File: src/rtl/sipo_frame_rx.sv
// sipo_frame_rx
// Serial frame receiver fed by the SISO stage's bitstream, one bit per clock.
// Frame: start(1), WIDTH data bits MSB first, even parity bit, stop(0).
// Good frames are presented in parallel with a one-cycle valid strobe, and
// a wrapping 8-bit count of good frames is kept for bring-up.
//
// Ports:
//   clk_i         clock, all sampling on the rising edge
//   rst_i         asynchronous active-high reset
//   data_in_i     serial line, idle level 0
//   data_out_o    last good payload, MSB = first data bit received
//   valid_o       one-cycle pulse, data_out_o just loaded with a good frame
//   parity_err_o  one-cycle pulse, frame ended with bad parity
//   frame_err_o   one-cycle pulse, frame ended with stop bit = 1
//   busy_o        high whenever the receiver is not idle
//   frame_cnt_o   good-frame count, wraps 255 -> 0
//
// state    | meaning
// ---------+-----------------------------------------------------------
// S_IDLE   | hunting for a start bit (1) on the line
// S_DATA   | shifting in WIDTH payload bits, MSB first
// S_PARITY | capturing the parity bit
// S_STOP   | sampling the stop bit and judging the frame

module sipo_frame_rx #(
    parameter int WIDTH = 8
) (
    input  logic             clk_i,
    input  logic             rst_i,
    input  logic             data_in_i,
    output logic [WIDTH-1:0] data_out_o,
    output logic             valid_o,
    output logic             parity_err_o,
    output logic             frame_err_o,
    output logic             busy_o,
    output logic [7:0]       frame_cnt_o
);

    localparam int CW = $clog2(WIDTH + 1);
    localparam logic [CW-1:0] LAST_BIT = CW'(WIDTH - 1);

    typedef enum logic [1:0] {
        S_IDLE   = 2'd0,
        S_DATA   = 2'd1,
        S_PARITY = 2'd2,
        S_STOP   = 2'd3
    } state_t;

    state_t           state_q, state_d;
    logic [CW-1:0]    bit_cnt_q, bit_cnt_d;
    logic [WIDTH-1:0] shift_q, shift_d;
    logic             par_q, par_d;
    logic [WIDTH-1:0] data_q, data_d;
    logic             valid_q, valid_d;
    logic             perr_q, perr_d;
    logic             ferr_q, ferr_d;
    logic [7:0]       frame_cnt_q, frame_cnt_d;

    logic             par_bad;

    // State and datapath registers
    always_ff @(posedge clk_i or posedge rst_i) begin
        if (rst_i) begin
            state_q     <= S_IDLE;
            bit_cnt_q   <= '0;
            shift_q     <= '0;
            par_q       <= 1'b0;
            data_q      <= '0;
            valid_q     <= 1'b0;
            perr_q      <= 1'b0;
            ferr_q      <= 1'b0;
            frame_cnt_q <= '0;
        end else begin
            state_q     <= state_d;
            bit_cnt_q   <= bit_cnt_d;
            shift_q     <= shift_d;
            par_q       <= par_d;
            data_q      <= data_d;
            valid_q     <= valid_d;
            perr_q      <= perr_d;
            ferr_q      <= ferr_d;
            frame_cnt_q <= frame_cnt_d;
        end
    end

    // Next-state logic, including the deserialiser
    always_comb begin
        state_d   = state_q;
        bit_cnt_d = bit_cnt_q;
        shift_d   = shift_q;
        par_d     = par_q;
        unique case (state_q)
            S_IDLE: begin
                if (data_in_i) begin
                    state_d   = S_DATA;
                    bit_cnt_d = '0;
                end
            end
            S_DATA: begin
                shift_d   = {shift_q[WIDTH-2:0], data_in_i};
                bit_cnt_d = bit_cnt_q + 1'b1;
                if (bit_cnt_q == LAST_BIT) begin
                    state_d = S_PARITY;
                end
            end
            S_PARITY: begin
                par_d   = data_in_i;
                state_d = S_STOP;
            end
            S_STOP: begin
                // The stop bit is consumed here; a 1 is never taken as a start.
                state_d = S_IDLE;
            end
            default: state_d = S_IDLE;
        endcase
    end

    // Output logic: status pulses are decided while in S_STOP, registered
    // on the stop edge, and therefore last exactly one cycle.
    always_comb begin
        par_bad     = (^shift_q) ^ par_q;
        valid_d     = 1'b0;
        perr_d      = 1'b0;
        ferr_d      = 1'b0;
        data_d      = data_q;
        frame_cnt_d = frame_cnt_q;
        busy_o      = (state_q != S_IDLE);
        if (state_q == S_STOP) begin
            perr_d = par_bad;
            ferr_d = data_in_i;
            if (!par_bad && !data_in_i) begin
                valid_d     = 1'b1;
                data_d      = shift_q;
                frame_cnt_d = frame_cnt_q + 8'd1;
            end
        end
    end

    assign data_out_o   = data_q;
    assign valid_o      = valid_q;
    assign parity_err_o = perr_q;
    assign frame_err_o  = ferr_q;
    assign frame_cnt_o  = frame_cnt_q;

endmodule
File: config.mk
export PLATFORM = sky130hd
export DESIGN_NAME = sipo_frame_rx
export DESIGN_NICKNAME = d
export VERILOG_FILES = /design/src/rtl/sipo_frame_rx.sv
export SDC_FILE = /design/constraint.sdc
export NUM_CORES = 1
export LEC_CHECK = 0
export CELL_PAD_IN_SITES_DETAIL_PLACEMENT = 1
export CELL_PAD_IN_SITES_GLOBAL_PLACEMENT = 2
export CORE_MARGIN = 1
export CORE_UTILIZATION = 37
export DETAILED_ROUTE_END_ITERATION = 8
export PLACE_DENSITY = 0.88
export SLEW_MARGIN = 20
export SYNTH_ARGS = -nofsm -noshare
export SYNTH_HDL_FRONTEND = slang
export SYNTH_SLANG_ARGS = --single-unit
export TNS_END_PERCENT = 10
File: constraint.sdc
create_clock -name clk_i -period 2.6 [get_ports clk_i]
set_clock_uncertainty 0.1 [all_clocks]
set_input_delay 0.78 -clock clk_i [delete_from_list [all_inputs] [get_ports clk_i]]
set_output_delay 0.78 -clock clk_i [all_outputs]
set_load 0.01 [all_outputs]
==> flow_results.org <==
** Critical path
- Most repeated library cell on the critical path :: sky130_fd_sc_hd__inv_1
- The largest individual stage delay along the critical path comes from the cell sky130_fd_sc_hd__clkdlybuf4s50_1.
- Required time at the worst-slack endpoint :: 1720 ps
- Worst setup path class :: flip-flop to output port
- Largest stage delay on the critical path :: 520 ps
- For the worst setup path, the data arrival time is 1600 ps.
- Critical path capture point type :: output port
- The worst setup path is launched from a flip-flop.
- Critical-path maximum fanout :: 6
- The critical path goes through inv_1 > ha_2 > inv_1 > clkdlybuf4s50_1.

** Synthesis
- Fraction of the yosys area taken by sequential cells :: 0.495
- Among all cell types in the netlist, the one instantiated most often is sky130_fd_sc_hd__dfrtp_1.
- Yosys printed 0 warnings.
- Most used DFF post-synth :: sky130_fd_sc_hd__dfrtp_1
- Share of the synthesized area in the top cell type :: 0.495
- By count the netlist is led by sky130_fd_sc_hd__dfrtp_1 (34), sky130_fd_sc_hd__mux2_2 (10), sky130_fd_sc_hd__mux2_4 (8), sky130_fd_sc_hd__xnor2_1 (8).
- The number of nets handed over by synthesis was 145.
- In this run the mean area of a mapped cell was 12.6 um2.
- After synthesis, the netlist uses 30 different library cells.
- Summed over all instances, the cell type with the most area after synthesis is sky130_fd_sc_hd__dfrtp_1.
- After synthesis the cells add up to 0.00172 mm2.
- Biggest area contributors in the synthesized netlist :: sky130_fd_sc_hd__dfrtp_1 (50%), sky130_fd_sc_hd__mux2_4 (7.0%), sky130_fd_sc_hd__mux2_2 (6.6%), sky130_fd_sc_hd__ha_1 (4.4%), sky130_fd_sc_hd__xnor2_1 (4.1%)
- EDFF count, synth :: 0
- After synthesis, the share of flip-flops with an asynchronous set or reset is 1.00.
- Synthesis inferred 34 register bits.
- Synthesis handed over a netlist of 136 instances.

** Routing
- In the final routed layout, each cell accounts on average for 16.5 um.
- Drt drc :: 0
- Total Wirelength :: 3.62 mm
- In this run, the number of DRC markers left after iteration 0 of detailed routing was 67.
- For this run, the detailed router's first-pass iteration total came to 2.
- Detailed routing inserted a total of 1,137 vias.
- Avg Vias per Cell :: 5.17
- Antenna violation net count after detailed routing :: 0

** Timing
- Number of pins exceeding their max-slew limit in the final report :: 0
- The tightest hold path in the finished design has a slack of 381 ps.
- In the final timing run, aggregate negative setup slack is 0 ps.
- The worst path in the final design needs a cycle of 2480 ps, including I/O delays and setup.
- Transition time at the pin with the least slew margin :: 677 ps
- Maximum operating frequency :: 0.403 GHz
- The number of hold violations in the final report was 0.
- The worst pin sits at a relative slew slack of 0.549.
- RSZ-0062 raised after global routing :: false
- Dividing the final minimum period by the clock period gives 0.954.
- Setup violations remaining at the end of the flow were counted as 0.

** Outcome
- The run finished with clean final reports.

** Power and ir drop
- For this design the static power due to leakage is 0.962 nW.
- Of the total power, registers draw 0.283.
- In this run the power density over the cells is 1550 mW/mm2.
- In this run the power spent charging and discharging nets is 1.20 mW.
- The internal portion of the total power is 2.18 mW.
- VDD sags by at most 559 uV.
- Comb power frac :: 0.536
- Of the total power, the clock network draws 0.181.
- Of the total power, the share spent switching nets is 0.354.

** Cells and area
- Summing all non-filler instances in the final layout gives an area of 0.00218 mm2.
- Compared with the post-synthesis result, the final layout area differs by 26.7%.
- Measured on the finished design, the core utilization comes to 0.493.
- The net count of the finished layout is 176.
- Of the cells placed in the final design, the portion with a size suffix greater than 1 is 0.202.
- Area occupied by registers :: 851 um2
- Combined area of the multi-input logic cells :: 821 um2
- The repair_antennas step left the layout with diodes totalling 0.
- Fill cell instance count of the final layout :: 466

** Clock network
- Clock-pin slew of the registers on the worst-case setup and hold paths :: 70 ps
- CTS max path bufs :: 2
- Clock latency on the worst-skew pair, taken at its later pin, is 290 ps.
- Number of sinks on the clock net :: 34
- The clock tree synthesis step divided the H-tree into 2 levels.
- Clock tree synthesis selected as its root buffer the cell sky130_fd_sc_hd__clkbuf_8.
- TritonCTS built the clock tree.
- Number of hold buffers added after CTS :: 0
- CTS buffer count :: 5

** Die
- For this configuration, the core starts out at a cell density of 0.389.
- Die Area :: 0.00492 mm2
- Top-level I/O count :: 23
- After floorplanning, the core was sized to cover 0.00441 mm2.
- The die is 70.1 um wide.
- Measured along the y axis, the die boundary spans 70.1 um.
- The floorplan has 24 rows.

** Placement
- Routability congestion estimate :: 0.696
- Once placement finished, the instance area stood at 0.00202 mm2.
- Port buffering added 22 buffers.
- Half-perimeter wire length after detailed placement :: 2.55 mm

** Global routing
- GR Util All Layers :: 0.170
- After global routing the overflow that remains totals 0.
- Antenna violations before repair :: 0
- The first global-routing pass estimated 6.47 mm of wire.
- Pin count of the biggest net entering global routing :: 35
- The via count of the first global-routing pass was 1,251.

** Flow run
- Max-cap violations in this run came to 0.

** Min path
- The min-delay analysis places its worst path in the category flip-flop to flip-flop.
==> state kept, by name (all words and copies together), names as in the netlist <==
signal	count
state_q	2
shift_q	8
bit_cnt_q	4
par_q	1
frame_cnt_o	8
frame_err_o	1
valid_o	1
data_out_o	8
parity_err_o	1
==> worst paths after layout <==
kind	startpoint	to	slack, ps	cells after the start
worst max-delay path	state_q[0]$_DFFE_PP0P_	busy_o	120	4
worst min-delay path	frame_cnt_o[7]$_DFFE_PP0P_	frame_cnt_o[7]$_DFFE_PP0P_	380	1
worst max register to register	shift_q[0]$_DFFE_PP0P_	frame_cnt_o[1]$_DFFE_PP0P_	490	5
worst min register to register	frame_cnt_o[7]$_DFFE_PP0P_	frame_cnt_o[7]$_DFFE_PP0P_	380	1
max in group asynchronous	rst_i	par_q$_DFFE_PP0P_	1300	3
min in group asynchronous	rst_i	shift_q[3]$_DFFE_PP0P_	790	3
==> critical path, delay by kind of cell (launching register included) <==
family	cells	cell delay [ps]
buf+inv	3	680
flops	1	400
fa+ha+maj	1	230
==> cell usage in the layout (no fill, tap or decap), types with 2 or more instances in the layout <==
cell / Yosys / layout
sky130_fd_sc_hd__mux2i_1: 6 / 6
sky130_fd_sc_hd__ha_1: 6 / 5
sky130_fd_sc_hd__nor2_1: 4 / 4
sky130_fd_sc_hd__buf_4: 0 / 5
sky130_fd_sc_hd__nand4_1: 4 / 4
sky130_fd_sc_hd__xor2_1: 3 / 3
sky130_fd_sc_hd__inv_1: 5 / 5
sky130_fd_sc_hd__nand3_1: 4 / 4
sky130_fd_sc_hd__o21ai_0: 4 / 4
sky130_fd_sc_hd__nand2_1: 6 / 6
sky130_fd_sc_hd__mux2_4: 8 / 8
sky130_fd_sc_hd__mux2_2: 10 / 10
sky130_fd_sc_hd__nor4_1: 4 / 4
sky130_fd_sc_hd__clkdlybuf4s50_1: 0 / 22
sky130_fd_sc_hd__nor3_1: 5 / 5
sky130_fd_sc_hd__bufinv_16: 0 / 2
sky130_fd_sc_hd__clkbuf_8: 0 / 6
sky130_fd_sc_hd__and2_1: 3 / 3
sky130_fd_sc_hd__a21oi_1: 2 / 2
sky130_fd_sc_hd__dfrtp_1: 34 / 34
sky130_fd_sc_hd__xnor2_1: 8 / 8
sky130_fd_sc_hd__xnor3_1: 2 / 2
sky130_fd_sc_hd__nand2b_1: 3 / 3
sky130_fd_sc_hd__nand3b_1: 2 / 2
sky130_fd_sc_hd__nor2b_1: 2 / 2
==> stage by stage <==
stage | total power [mW] | std cells | worst slack (ps)
detailed placement | 2.78 | 211 | 90.5
global placement | 2.68 | 211 | 163
finish | 3.38 | 220 | 119
global route | 3.61 | 220 | 45.2
CTS | 3.40 | 219 | 27.1
floorplan | 2.29 | 136 | 589
==> power groups by stage <==
stage	sequential, mW	clock [mW]	combinational (mW)
3_5_place_dp	0.971	0	1.81
5_1_grt	0.990	0.646	1.97
2_1_floorplan	0.958	0	1.34
6_report	0.957	0.611	1.81
3_3_place_gp	0.947	0	1.74
4_1_cts	0.963	0.616	1.82
==> metal layers <==
layer | track usage | share of wire
met5 | 0 | 0
met1 | 0.225 | 0.46
met4 | 0.0400 | 0.0099
met2 | 0.277 | 0.50
met3 | 0.0462 | 0.032
==> kinds of logic (layout without fill, tap and decap cells) <==
| family | Yosys count | after routing | share of synthesized area |
|---|---|---|---|
| adder cells (fa/ha/maj) | 6 | 6 | 0.0437 |
| XOR/XNOR | 14 | 14 | 0.0961 |
| flip-flops | 34 | 34 | 0.495 |
| multiplexers | 25 | 25 | 0.178 |
| AO/OA/AOI/OAI | 11 | 11 | 0.0430 |
| buffers and inverters | 9 | 41 | 0.0284 |
| AND/OR/NAND/NOR | 37 | 37 | 0.115 |
==> repair_timing <==
| item | CTS | global route |
|---|---|---|
| setup buffers | 0 | 1 |
| gates resized for setup | 0 | 1 |
| endpoints found under the setup margin | 0 | 1 |
==> area by class of cell <==
cell class              instances  share of cell area
flip-flops and latches         34               0.391
clock buffers                   6              0.0380
inverters                       5             0.00863
repair buffers                 28               0.128
well taps                      52              0.0299
clock inverters                 2              0.0276
multi-input cells              93               0.377
No activity file was read; power rests on OpenSTA's default activity.
